[src/rtl/ps2_pkg.sv]
// Shared PS/2 definitions: transmitter state encoding, command/response bytes
// and the host-to-device frame builder.
package ps2_pkg;

  typedef enum logic [2:0] {
    IDLE,
    INHIBIT,
    REQ,
    BITS,
    ACK,
    WAIT_IDLE
  } ps2_tx_state_t;

  localparam logic [7:0] PS2_CMD_SET_LED = 8'hED;
  localparam logic [7:0] PS2_CMD_ENABLE  = 8'hF4;
  localparam logic [7:0] PS2_CMD_RESET   = 8'hFF;

  localparam logic [7:0] PS2_ACK    = 8'hFA;
  localparam logic [7:0] PS2_BAT_OK = 8'hAA;

  // {stop, odd parity, data, start}; shifted out LSB first.
  function automatic logic [9:0] ps2_tx_frame(input logic [7:0] data);
    return {1'b1, ~^data, data, 1'b0};
  endfunction

endpackage

[src/rtl/ps2_line_sync.sv]
// Two-flop synchronizer for one raw PS/2 line plus a falling-edge strobe.
// Shared between the host transmitter and the scancode receiver.
module ps2_line_sync (
  input  logic clk_in,
  input  logic reset,
  input  logic line_i,
  output logic sync_o,
  output logic fall_o
);

  logic [1:0] sync_q;
  logic       prev_q;

  // Reset to the idle-high bus level so leaving reset never looks like an edge.
  always_ff @(posedge clk_in) begin
    if (reset) begin
      sync_q <= 2'b11;
      prev_q <= 1'b1;
    end else begin
      sync_q <= {sync_q[0], line_i};
      prev_q <= sync_q[1];
    end
  end

  assign sync_o = sync_q[1];
  assign fall_o = prev_q & ~sync_q[1];

endmodule

[src/rtl/ps2_host_tx.sv]
// PS/2 host-to-device command transmitter: inhibits the clock, requests to send,
// shifts one framed byte out on device clock edges and checks the acknowledge.
module ps2_host_tx
  import ps2_pkg::*;
#(
  parameter int unsigned RQ_CYCLES      = 5000,
  parameter int unsigned TIMEOUT_CYCLES = 100000
) (
  input  logic       clk_in,
  input  logic       reset,
  input  logic       ps2_clock,
  input  logic       ps2_data,
  output logic       ps2_clock_oe,
  output logic       ps2_data_oe,
  input  logic [7:0] tx_data,
  input  logic       tx_valid,
  output logic       tx_ready,
  output logic       busy,
  output logic       done,
  output logic       error
);

  localparam int unsigned     CNT_W   = 17;
  localparam logic [CNT_W-1:0] RQ_LAST = CNT_W'(RQ_CYCLES - 1);
  localparam logic [CNT_W-1:0] TIMEOUT = CNT_W'(TIMEOUT_CYCLES);

  ps2_tx_state_t    state_q, state_d;
  logic [CNT_W-1:0] cnt_q, cnt_d;
  logic [3:0]       bit_cnt_q, bit_cnt_d;
  logic [9:0]       shift_q, shift_d;
  logic             data_oe_q, data_oe_d;

  logic clk_sync, clk_fall;
  logic data_sync, data_fall_unused;
  logic watchdog, timeout;

  ps2_line_sync u_clk_sync (
    .clk_in (clk_in),
    .reset  (reset),
    .line_i (ps2_clock),
    .sync_o (clk_sync),
    .fall_o (clk_fall)
  );

  ps2_line_sync u_data_sync (
    .clk_in (clk_in),
    .reset  (reset),
    .line_i (ps2_data),
    .sync_o (data_sync),
    .fall_o (data_fall_unused)
  );

  // NOTE: sequential state uses non-blocking assignments so every register samples pre-edge values.
  always_ff @(posedge clk_in) begin
    if (reset) begin
      state_q   <= IDLE;
      cnt_q     <= '0;
      bit_cnt_q <= '0;
      shift_q   <= '0;
      data_oe_q <= 1'b0;
    end else begin
      state_q   <= state_d;
      cnt_q     <= cnt_d;
      bit_cnt_q <= bit_cnt_d;
      shift_q   <= shift_d;
      data_oe_q <= data_oe_d;
    end
  end

  // NOTE: every next-state and output gets a default first so no latch is inferred.
  always_comb begin
    state_d      = state_q;
    bit_cnt_d    = bit_cnt_q;
    shift_d      = shift_q;
    data_oe_d    = data_oe_q;
    cnt_d        = (&cnt_q) ? cnt_q : cnt_q + CNT_W'(1);
    tx_ready     = 1'b0;
    busy         = 1'b1;
    ps2_clock_oe = 1'b0;
    ps2_data_oe  = 1'b0;
    done         = 1'b0;
    error        = 1'b0;

    // Our own clock pull-down during INHIBIT also shows up as a fall, so the
    // watchdog only tracks device-driven states.
    watchdog = (state_q == REQ) || (state_q == BITS) ||
               (state_q == ACK) || (state_q == WAIT_IDLE);
    timeout  = watchdog && (cnt_q >= TIMEOUT);

    case (state_q)
      IDLE: begin
        tx_ready  = 1'b1;
        busy      = 1'b0;
        data_oe_d = 1'b0;
        if (tx_valid) begin
          shift_d = ps2_tx_frame(tx_data);
          state_d = INHIBIT;
        end
      end
      INHIBIT: begin
        ps2_clock_oe = 1'b1;
        if (cnt_q >= RQ_LAST) begin
          ps2_data_oe = ~shift_q[0];
          state_d     = REQ;
        end
      end
      REQ: begin
        ps2_data_oe = ~shift_q[0];
        if (clk_fall) begin
          bit_cnt_d = '0;
          data_oe_d = ~shift_q[0];
          state_d   = BITS;
        end
      end
      BITS: begin
        ps2_data_oe = data_oe_q;
        if (clk_fall) begin
          shift_d   = {1'b1, shift_q[9:1]};
          data_oe_d = ~shift_q[1];
          bit_cnt_d = bit_cnt_q + 4'd1;
          if (bit_cnt_q == 4'd9) begin
            data_oe_d = 1'b0;
            state_d   = ACK;
          end
        end
      end
      ACK: begin
        if (clk_fall) begin
          if (!data_sync) begin
            state_d = WAIT_IDLE;
          end else begin
            error   = 1'b1;
            state_d = IDLE;
          end
        end
      end
      WAIT_IDLE: begin
        if (clk_sync && data_sync) begin
          done    = 1'b1;
          state_d = IDLE;
        end
      end
      default: state_d = IDLE;
    endcase

    if (timeout) begin
      ps2_clock_oe = 1'b0;
      ps2_data_oe  = 1'b0;
      done         = 1'b0;
      error        = 1'b1;
      data_oe_d    = 1'b0;
      state_d      = IDLE;
    end

    if ((state_d != state_q) || (clk_fall && watchdog)) begin
      cnt_d = '0;
    end
  end

endmodule

[config.mk]
export PLATFORM = sky130hd
export DESIGN_NAME = ps2_host_tx
export DESIGN_NICKNAME = d
export VERILOG_FILES = /design/src/rtl/ps2_pkg.sv /design/src/rtl/ps2_line_sync.sv /design/src/rtl/ps2_host_tx.sv
export SDC_FILE = /design/constraint.sdc
export NUM_CORES = 1
export LEC_CHECK = 0
export ABC_AREA = 1
export CORE_ASPECT_RATIO = 1.75
export CORE_UTILIZATION = 57
export DETAILED_ROUTE_END_ITERATION = 10
export GPL_TIMING_DRIVEN = 0
export PLACE_DENSITY = 0.79
export SKIP_LAST_GASP = 1
export SLEW_MARGIN = 20
export SYNTH_ARGS = -nofsm -noshare
export SYNTH_HDL_FRONTEND = slang
export SYNTH_SLANG_ARGS = --single-unit
export TNS_END_PERCENT = 1
[constraint.sdc]
create_clock -name clk_in -period 3.5 [get_ports clk_in]
set_clock_uncertainty 0.2 [all_clocks]
set_input_delay 0.875 -clock clk_in [delete_from_list [all_inputs] [get_ports clk_in]]
set_output_delay 0.875 -clock clk_in [all_outputs]
set_load 0.01 [all_outputs]
[After elaboration in Yosys (flattened, before gate mapping)]
Cells that the tools add are included.
Storage, ports and cells
  output and inout port bits: 6
  bits in registers: 40
  word-level logic and storage cells: 78
  input bits: 13
Operators by class
  reductions and logical operators: 18
  bitwise logic cells: 4
  magnitude comparators: 2
  $add $sub $neg: 2
  equal/unequal tests: 10
  multiplexer cells: 34
Operator list (number)
  $mux W3: 9
  $mux W10: 2
  $pmux W10 S2: 1
  $pmux W3 S6: 1
  $add A17 B1 Y17 const B: 1
  $ge A17 B13 Y1 const B: 1
  $ge A17 B17 Y1 const B: 1
  $reduce_and A17 Y1: 1
  $mux W1: 16
  $reduce_and A3 Y1: 3
  $mux W4: 2
  $pmux W4 S2: 1
  $reduce_xnor A8 Y1: 1
  $eq A3 B2 Y1 const B: 2
  $eq A3 B3 Y1 const B: 2
  $ne A2 B2 Y1 const B: 3
  $pmux W1 S3: 2
  $add A4 B1 Y4 const B: 1
  $eq A4 B4 Y1 const B: 1
  $logic_or A1 B1 Y1: 4
  $reduce_bool A2 Y1: 2
  $reduce_or A2 Y1: 2
  $eq A3 B1 Y1 const B: 1
  $logic_and A1 B1 Y1: 3
  5 further kinds: 7

[Logic depth before layout (Yosys ltp)]
Gate-level depths: netlist (run 1).
  depth in word-level cells: 9
  mapped depth: 15
  depth with buffers taken out: 14

[Hierarchy]
From an unflattened synthesis (run 1), not the netlist that was laid out.
Second synthesis, totals
  cells, all modules: 309
  area, all modules: 2352.3 um^2
Modules (own cells, without submodules)
  ps2_host_tx: times used 1, area each 2164.6 um^2, seq. area each 700.7 um^2, cells an instance 285
  ps2_line_sync: times used 2, area each 93.8 um^2, seq. area each 60.1 um^2, cells an instance 12

[Worst setup path before layout (run 1)]
Ideal clock, no wire load.
  path type: register to register
  start: reg cnt_q[0]
  end: reg cnt_q[13]
  buffers on the path: 1
  slack: 1.019 ns
  setup time: 0.120 ns
  data arrival time: 2.161 ns
  clock period less this slack: 2.481 ns
  stages on the path, launching flop included: 14
  data required time: 3.180 ns
  cell sequence: dfxtp_1 -> ha_1 -> nand2_1 -> nor4_1 -> inv_1 -> nor4_1 -> ha_1 -> clkbuf_1 -> nor4_2 -> nand2_1 -> nor2_1 -> nand2_1 -> xor2_1 -> nor2_4
On the way
  longest elaborated chain between the ends: 7
  elaborated cells on any way between the ends: 11
  those cells by class: 1 x add/sub; 2 x order compare; 1 x eq/ne; 3 x mux; 4 x reduce/logical
RTL lines
  from (decl): RTL line ps2_host_tx.sv:28  | logic [CNT_W-1:0] cnt_q, cnt_d;
  from (signal assigned): RTL line ps2_host_tx.sv:63  | cnt_q <= cnt_d;
  $ge A17 B13 Y1: RTL line ps2_host_tx.sv:102  | if (cnt_q >= RQ_LAST) begin
  $mux W3: RTL line ps2_host_tx.sv:102
  $pmux W3 S6: RTL line ps2_host_tx.sv:90  | case (state_q)
  $mux W3: RTL line ps2_host_tx.sv:146  | if (timeout) begin
  $ne A3 B3 Y1: RTL line ps2_host_tx.sv:155  | if ((state_d != state_q) || (clk_fall && watchdog)) begin
  $logic_or A1 B1 Y1: RTL line ps2_host_tx.sv:155
  $reduce_or A2 Y1 (no source line)
Several ways; a longest one is shown, not always the timed one.
A chain may end at the register's enable or synchronous reset.

[Worst setup path in the final report (run 1)]
  start: reg state_q[1]
  end: out ps2_clock_oe
On the way
  longest elaborated chain between the ends: 6
  elaborated cells on any way between the ends: 11
  those cells by class: 5 x eq/ne; 2 x mux; 4 x reduce/logical
RTL lines
  from (decl): RTL line ps2_host_tx.sv:27  | ps2_tx_state_t state_q, state_d;
  from (signal assigned): RTL line ps2_host_tx.sv:62  | state_q <= state_d;
  $eq A3 B2 Y1: RTL line ps2_host_tx.sv:86  | watchdog = (state_q == REQ) || (state_q == BITS) ||
  $logic_or A1 B1 Y1 (2 in a row): RTL line ps2_host_tx.sv:86
  $logic_or A1 B1 Y1: RTL line ps2_host_tx.sv:87  | (state_q == ACK) || (state_q == WAIT_IDLE);
  $logic_and A1 B1 Y1: RTL line ps2_host_tx.sv:88  | timeout = watchdog && (cnt_q >= TIMEOUT);
  $mux W1 *: RTL line ps2_host_tx.sv:146
  to (decl): RTL line ps2_host_tx.sv:13  | output logic ps2_clock_oe,
Mark *: on every way between the ends. The rest lies on a longest branch, timed or not.

==> flow_metrics.env, run 1 <==
export IMPL_outcome="complete, no violations"
export IMPL_worst_ir_drop_vdd_v=0.0003255
export IMPL_fin_util=0.6876
export IMPL_via_count=1997
export IMPL_startpoint="state_q[1]"
export IMPL_final_setup_tns_ps=0
export IMPL_ant_nets=0
export IMPL_core_area_um2=3829
export IMPL_async_reset_ff_frac=0
export IMPL_power_density_nw_per_um2=376.3
export IMPL_worst_slew_pin_slew_ps=462.0
export IMPL_yosysTopAreaCell="dfxtp_1"
export IMPL_ys_ff_latch=40
export IMPL_hpwlAfterDp_um=3571
export IMPL_path_class="reg2out"
export IMPL_fmax_ghz=0.3007
export IMPL_num_nets_final=346
export IMPL_die_area_um2=4239
export IMPL_critical_path_endpoint_type="output pin"
export IMPL_hp_class="reg2reg"
export IMPL_setup_viol=0
export IMPL_synth_fp_nets=321
export IMPL_synthFlopType="dfxtp_1"
export IMPL_clock_path_buffers=2
export IMPL_clk_pin_slew_worst_paths_ps=80
export IMPL_vias_per_cell=5.325
export IMPL_drt_iter0_drc=44
export IMPL_grt_pass1_wl_um=8238
export IMPL_hold_viol_final=0
export IMPL_numCtsBuffers=5
export IMPL_syn_area_um2=2265
export IMPL_yosys_area_top_type_share=0.3536
export IMPL_leakagePower_nw=1.058
export IMPL_startpoint_type="flop"
export IMPL_syn_inst=301
export IMPL_ys_seq_area_frac=0.3536
export IMPL_layout_common_cells="63 x nand2_1, 39 x dfxtp_1, 33 x inv_1"
export IMPL_diodes=0
export IMPL_relSlewSlack=0.6896
export IMPL_htree_levels=2
export IMPL_rsz0062_at_grt="false"
export IMPL_place_inst=367
export IMPL_routedWlPerCell_um=12.70
export IMPL_grt_max_degree=14
export IMPL_drt_wl_total_um=4764
export IMPL_r2r_start="cnt_q[0]"
export IMPL_grt_overflow_total=0
export IMPL_fillers=343
export IMPL_yosys_warnings=0
export IMPL_period_share=0.9503
export IMPL_cts_root_buf="clkbuf_8"
export IMPL_antenna_found_initial=0
export IMPL_synth_edff_count=0
export IMPL_postCtsSetupRepairBufs=0
export IMPL_hold_path_startpoint="u_clk_sync.sync_q[0]"
export IMPL_io_buffers=18
export IMPL_crit_fanout=8
export IMPL_grt_use_total=0.2518
export IMPL_firstDrtPassIters=5
export IMPL_crit_arrival_ps=2250
export IMPL_ios=19
export IMPL_area_growth_pct=16.24
export IMPL_gp_congestion=0.9494
export IMPL_synth_area_leaders="dfxtp_1 35%, nand2_1 10%, nor2_4 6.5%, inv_1 5.5%, xor2_1 5.4%"
export IMPL_drv_slew=0
export IMPL_maxCapViolCount=0
export IMPL_die_y_um=85.39
export IMPL_die_w_um=49.65
export IMPL_insertion_delay_ps=300
export IMPL_final_common_cell="nand2_1"
export IMPL_clkSinkCount=40
export IMPL_hold_worst_slack_ps=214.4
export IMPL_grt_pass1_vias=1972
export IMPL_fin_cells=375
export IMPL_drcViolationCount=0
export IMPL_syn_area_per_cell_um2=7.524
export IMPL_start_util=0.5915
export IMPL_p_total_mw=0.9906
export IMPL_finalCriticalPeriod_ps=3326
export IMPL_layout_drive_gt1_share=0.1468
export IMPL_yosys_cell_types_count=34
export IMPL_critPathRequiredTime_ps=2420
export IMPL_rows=30
export IMPL_cts_tree="done"
==> kinds of logic (layout without fill, tap and decap cells) <==
family          count (synthesis)  count (layout)  synth area share
simple gates                  148             148            0.3381
buf+inv                        46              72           0.08895
fa+ha+maj                       7               7           0.03867
compound gates                 38              38           0.09558
flops                          40              40            0.3536
xor+xnor                       22              22           0.08509
==> per-stage QoR <==
stage	setup slack, ps	instance area (um^2)
detailed placement	337.4	2505
CTS	6.460	2626
global placement	391.1	2505
floorplan	1019	2265
finish	174.1	2633
global route	45.83	2633
==> per-layer routing <==
layer / share of wire / global-route usage
met5: 0 / 0
met4: 0.027 / 0.1143
met3: 0.026 / 0.05018
met2: 0.56 / 0.4889
met1: 0.38 / 0.2431
==> synth_stat cells, types with 2 or more instances <==
| master | number |
|---|---|
| nor3_1 | 7 |
| o21ai_0 | 17 |
| a21oi_1 | 6 |
| nor4_1 | 3 |
| nor2_4 | 13 |
| nand3_2 | 5 |
| inv_2 | 5 |
| a211oi_1 | 2 |
| inv_1 | 33 |
| nand2_2 | 3 |
| a31oi_1 | 9 |
| clkbuf_1 | 2 |
| ha_1 | 7 |
| nand2_1 | 63 |
| or2_2 | 4 |
| xnor2_1 | 8 |
| nor2_1 | 28 |
| nand3_1 | 15 |
| nand4_1 | 4 |
| xor2_1 | 14 |
| dfxtp_1 | 40 |
==> worst paths after layout <==
path	end	slack, ps	depth (start not counted)
worst max-delay path	ps2_clock_oe	170	6
worst min-delay path	u_clk_sync.sync_q[1]	210	1
worst max register to register	cnt_q[14]	640	14
worst min register to register	u_clk_sync.sync_q[1]	210	1
==> state kept, by name (all words and copies together), names as in the netlist <==
signal	flops
bit_cnt_q	4
cnt_q	17
data_oe_q	1
shift_q	10
state_q	3
u_clk_sync.prev_q	1
u_clk_sync.sync_q	2
u_data_sync.sync_q	2
==> power by group <==
group          switching (mW)  internal, mW
Combinational          0.0592        0.0488
Sequential             0.0100         0.470
Clock                   0.169         0.233
Total                   0.239         0.752
==> critical path, cell delays in order (launching register included) <==
cell and delay (ps):
dfxtp_1 510, ha_1 320, nor3_2 240, nand2_1 190, inv_1 140, nor4_1 60
clkdlybuf4s50_1 510
==> layout make-up <==
type / count / area, um^2 / area share
Tap cell: 48 / 60.06 / 0.02281
Multi-Input combinational cell: 215 / 1267 / 0.4815
Clock buffer: 6 / 82.58 / 0.03137
Buffer: 7 / 55.05 / 0.02091
Sequential cell: 40 / 802.0 / 0.3047
Inverter: 39 / 146.4 / 0.05561
Timing Repair Buffer: 18 / 180.2 / 0.06844
Clock inverter: 2 / 38.79 / 0.01473
==> repair_timing <==
| item | in CTS | in global routing |
|---|---|---|
| endpoints found under the setup margin | 0 | 4 |
| gates resized for setup | 0 | 2 |
| hold endpoints to repair | 0 | 0 |
| hold buffers | 0 | 0 |
Note: power is estimated with default switching activity, not from simulation.
==> run 2, diff against run 1 <==
--- a/config.mk
+++ b/config.mk
@@ -11,7 +11,6 @@
 export DETAILED_ROUTE_END_ITERATION = 10
 export GPL_TIMING_DRIVEN = 0
 export PLACE_DENSITY = 0.79
-export SKIP_LAST_GASP = 1
 export SLEW_MARGIN = 20
 export SYNTH_ARGS = -nofsm -noshare
 export SYNTH_HDL_FRONTEND = slang
==> results of run 2 <==
Final layout, timing and power as in run 1 (identical DEF).
==> run 3, diff against run 2 <==
--- a/config.mk
+++ b/config.mk
@@ -11,6 +11,7 @@
 export DETAILED_ROUTE_END_ITERATION = 10
 export GPL_TIMING_DRIVEN = 0
 export PLACE_DENSITY = 0.79
+export SETUP_SLACK_MARGIN = 0.2
 export SLEW_MARGIN = 20
 export SYNTH_ARGS = -nofsm -noshare
 export SYNTH_HDL_FRONTEND = slang
==> run 3 against run 2 <==
  * Utilization grew 0.29 points
  * Register-to-register slack about the same
  * Critical path depth up 1
  * Combinational power is essentially flat
  * Sequential power barely moved
  * First-iteration DRC count fell by 6.8%
  * Setup slack gained 62 ps
  * Sequential share of layout area is 0.083 points lower
  * Count of clock-buffer cells in the layout did not move
  * Critical endpoint is now done
  * Die area did not move
  * Via count is 0.25% higher
  * Power barely moved
==> flow_metrics.env, run 3 (synthesis gave the netlist of run 1 again) <==
export IMPL_post_dp_cell_area_um2=2505
export IMPL_ant_nets=0
export IMPL_maxCapViolCount=0
export IMPL_diodes=0
export IMPL_routedLengthMet1_um=1829
export IMPL_die_y_um=85.39
export IMPL_worst_ir_drop_vdd_v=0.0003252
export IMPL_grt_overflow_total=0
export IMPL_fmax_ghz=0.3064
export IMPL_rrSetupSlack_ps=630
export IMPL_grt_use_total=0.2511
export IMPL_critPathRequiredTime_ps=2420
export IMPL_die_area_um2=4239
export IMPL_top_layer="met4"
export IMPL_ios=19
export IMPL_gp_congestion=0.9494
export IMPL_insertion_delay_ps=300
export IMPL_start_util=0.5915
export IMPL_startpoint_type="flop"
export IMPL_firstDrtPassIters=4
export IMPL_cts_hold_buf=0
export IMPL_power_density_nw_per_um2=374.7
export IMPL_numCtsBuffers=5
export IMPL_largest_reg_flops=17
export IMPL_outcome="complete, no violations"
export IMPL_clk_pin_slew_worst_paths_ps=80
export IMPL_wl_met2_um=2717
export IMPL_layout_drive_gt1_share=0.1524
export IMPL_hp_class="reg2reg"
export IMPL_final_setup_tns_ps=0
export IMPL_antenna_found_initial=0
export IMPL_grt_max_degree=14
export IMPL_drv_slew=0
export IMPL_grt_pass1_wl_um=8259
export IMPL_cts_root_buf="clkbuf_8"
export IMPL_leakagePower_nw=1.076
export IMPL_rows=30
export IMPL_vias_per_cell=5.324
export IMPL_layout_common_cells="63 x nand2_1, 38 x dfxtp_1, 33 x inv_1"
export IMPL_path_class="reg2out"
export IMPL_clock_path_buffers=2
export IMPL_top_register="cnt_q"
export IMPL_worst_slew_pin_slew_ps=463.7
export IMPL_path_delay_family="buffers and inverters"
export IMPL_crit_slowest_cell="clkdlybuf4s50_1"
export IMPL_largestRegisters="cnt_q (17), shift_q (10), bit_cnt_q (4)"
export IMPL_cpPeakStageDelay_ps=490
export IMPL_path_cells="inv_2 -> ha_1 -> nor3_2 -> nand2_1 -> inv_1 -> nor3_1 -> clkdlybuf4s50_1"
export IMPL_clkSinkCount=40
export IMPL_hold_worst_slack_ps=214.7
export IMPL_relSlewSlack=0.6885
export IMPL_htree_levels=2
export IMPL_hpwlAfterDp_um=3571
export IMPL_path_buf_inv=3
export IMPL_crit_fanout=7
export IMPL_drcViolationCount=0
export IMPL_final_common_cell="nand2_1"
export IMPL_die_w_um=49.65
export IMPL_dr_wl_met3_um=131
export IMPL_core_area_um2=3829
export IMPL_grt_pass1_vias=1969
export IMPL_setup_viol=0
export IMPL_drt_iter0_drc=41
export IMPL_area_growth_pct=16.74
export IMPL_cts_tree="done"
export IMPL_io_buffers=18
export IMPL_num_nets_final=347
export IMPL_hold_viol_final=0
export IMPL_critical_path_endpoint_type="output pin"
export IMPL_via_count=2002
export IMPL_finalCriticalPeriod_ps=3264
export IMPL_rsz0062_at_grt="true"
export IMPL_period_share=0.9325
export IMPL_crit_arrival_ps=2190
export IMPL_fin_area_um2=2644
export IMPL_drt_wl_total_um=4815
export IMPL_routedWlPerCell_um=12.81
[run 3: power by group]
part	switching [mW]	total, mW	internal, mW
clock network	0.169	0.403	0.233
registers	0.0100	0.480	0.470
logic	0.0595	0.108	0.0486
total	0.239	0.991	0.752
[run 3: layer usage]
metal / track usage / vias up
met5: 0 / -
met1: 0.2464 / 936
met3: 0.04480 / 12
met4: 0.1143 / 0
li1: - / 1010
met2: 0.4865 / 44
[run 3: final cells by class]
class / instances / area, um^2
sequential: 40 / 803.3
clock buffer: 6 / 82.58
clock inverter: 2 / 38.79
fill: 340 / 1185
tap: 48 / 60.06
timing repair buffer: 19 / 190.2
inverter: 39 / 146.4
multi-input combinational: 215 / 1267
buffer: 7 / 55.05
[run 3: final timing paths]
check / start / end / cells past startpoint
max: state_q[2] / done / 7
min: u_clk_sync.sync_q[0] / u_clk_sync.sync_q[1] / 1
max reg2reg: cnt_q[0] / cnt_q[14] / 14
min reg2reg: u_clk_sync.sync_q[0] / u_clk_sync.sync_q[1] / 1
[run 3: stage by stage]
stage,worst slack [ps],utilization,total power [mW],cells
after global placement,391.1,0.6542,0.5968,367
after global routing,134.3,0.6905,1.028,376
after CTS,226.0,0.6899,1.001,376
final,236.2,0.6905,0.9906,376
after detailed placement,337.4,0.6542,0.5989,367
after floorplan,1019,-,0.5596,301
[run 3: worst register-to-register path: cells and delay by family (launching register included)]
family / cells / cell delay (ps)
and+or+nand+nor: 7 / 990
buffers and inverters: 4 / 660
DFF: 1 / 400
adders and majority gates: 2 / 400
xor gates and xnor gates: 1 / 170
[run 3: what timing repair did]
item                                    in CTS  in global routing
endpoints found under the hold margin        0                  0
endpoints found under the setup margin       4                  3
pin swaps                                    1                  0
gates resized for setup                      3                  1
buffers inserted                             1                  0
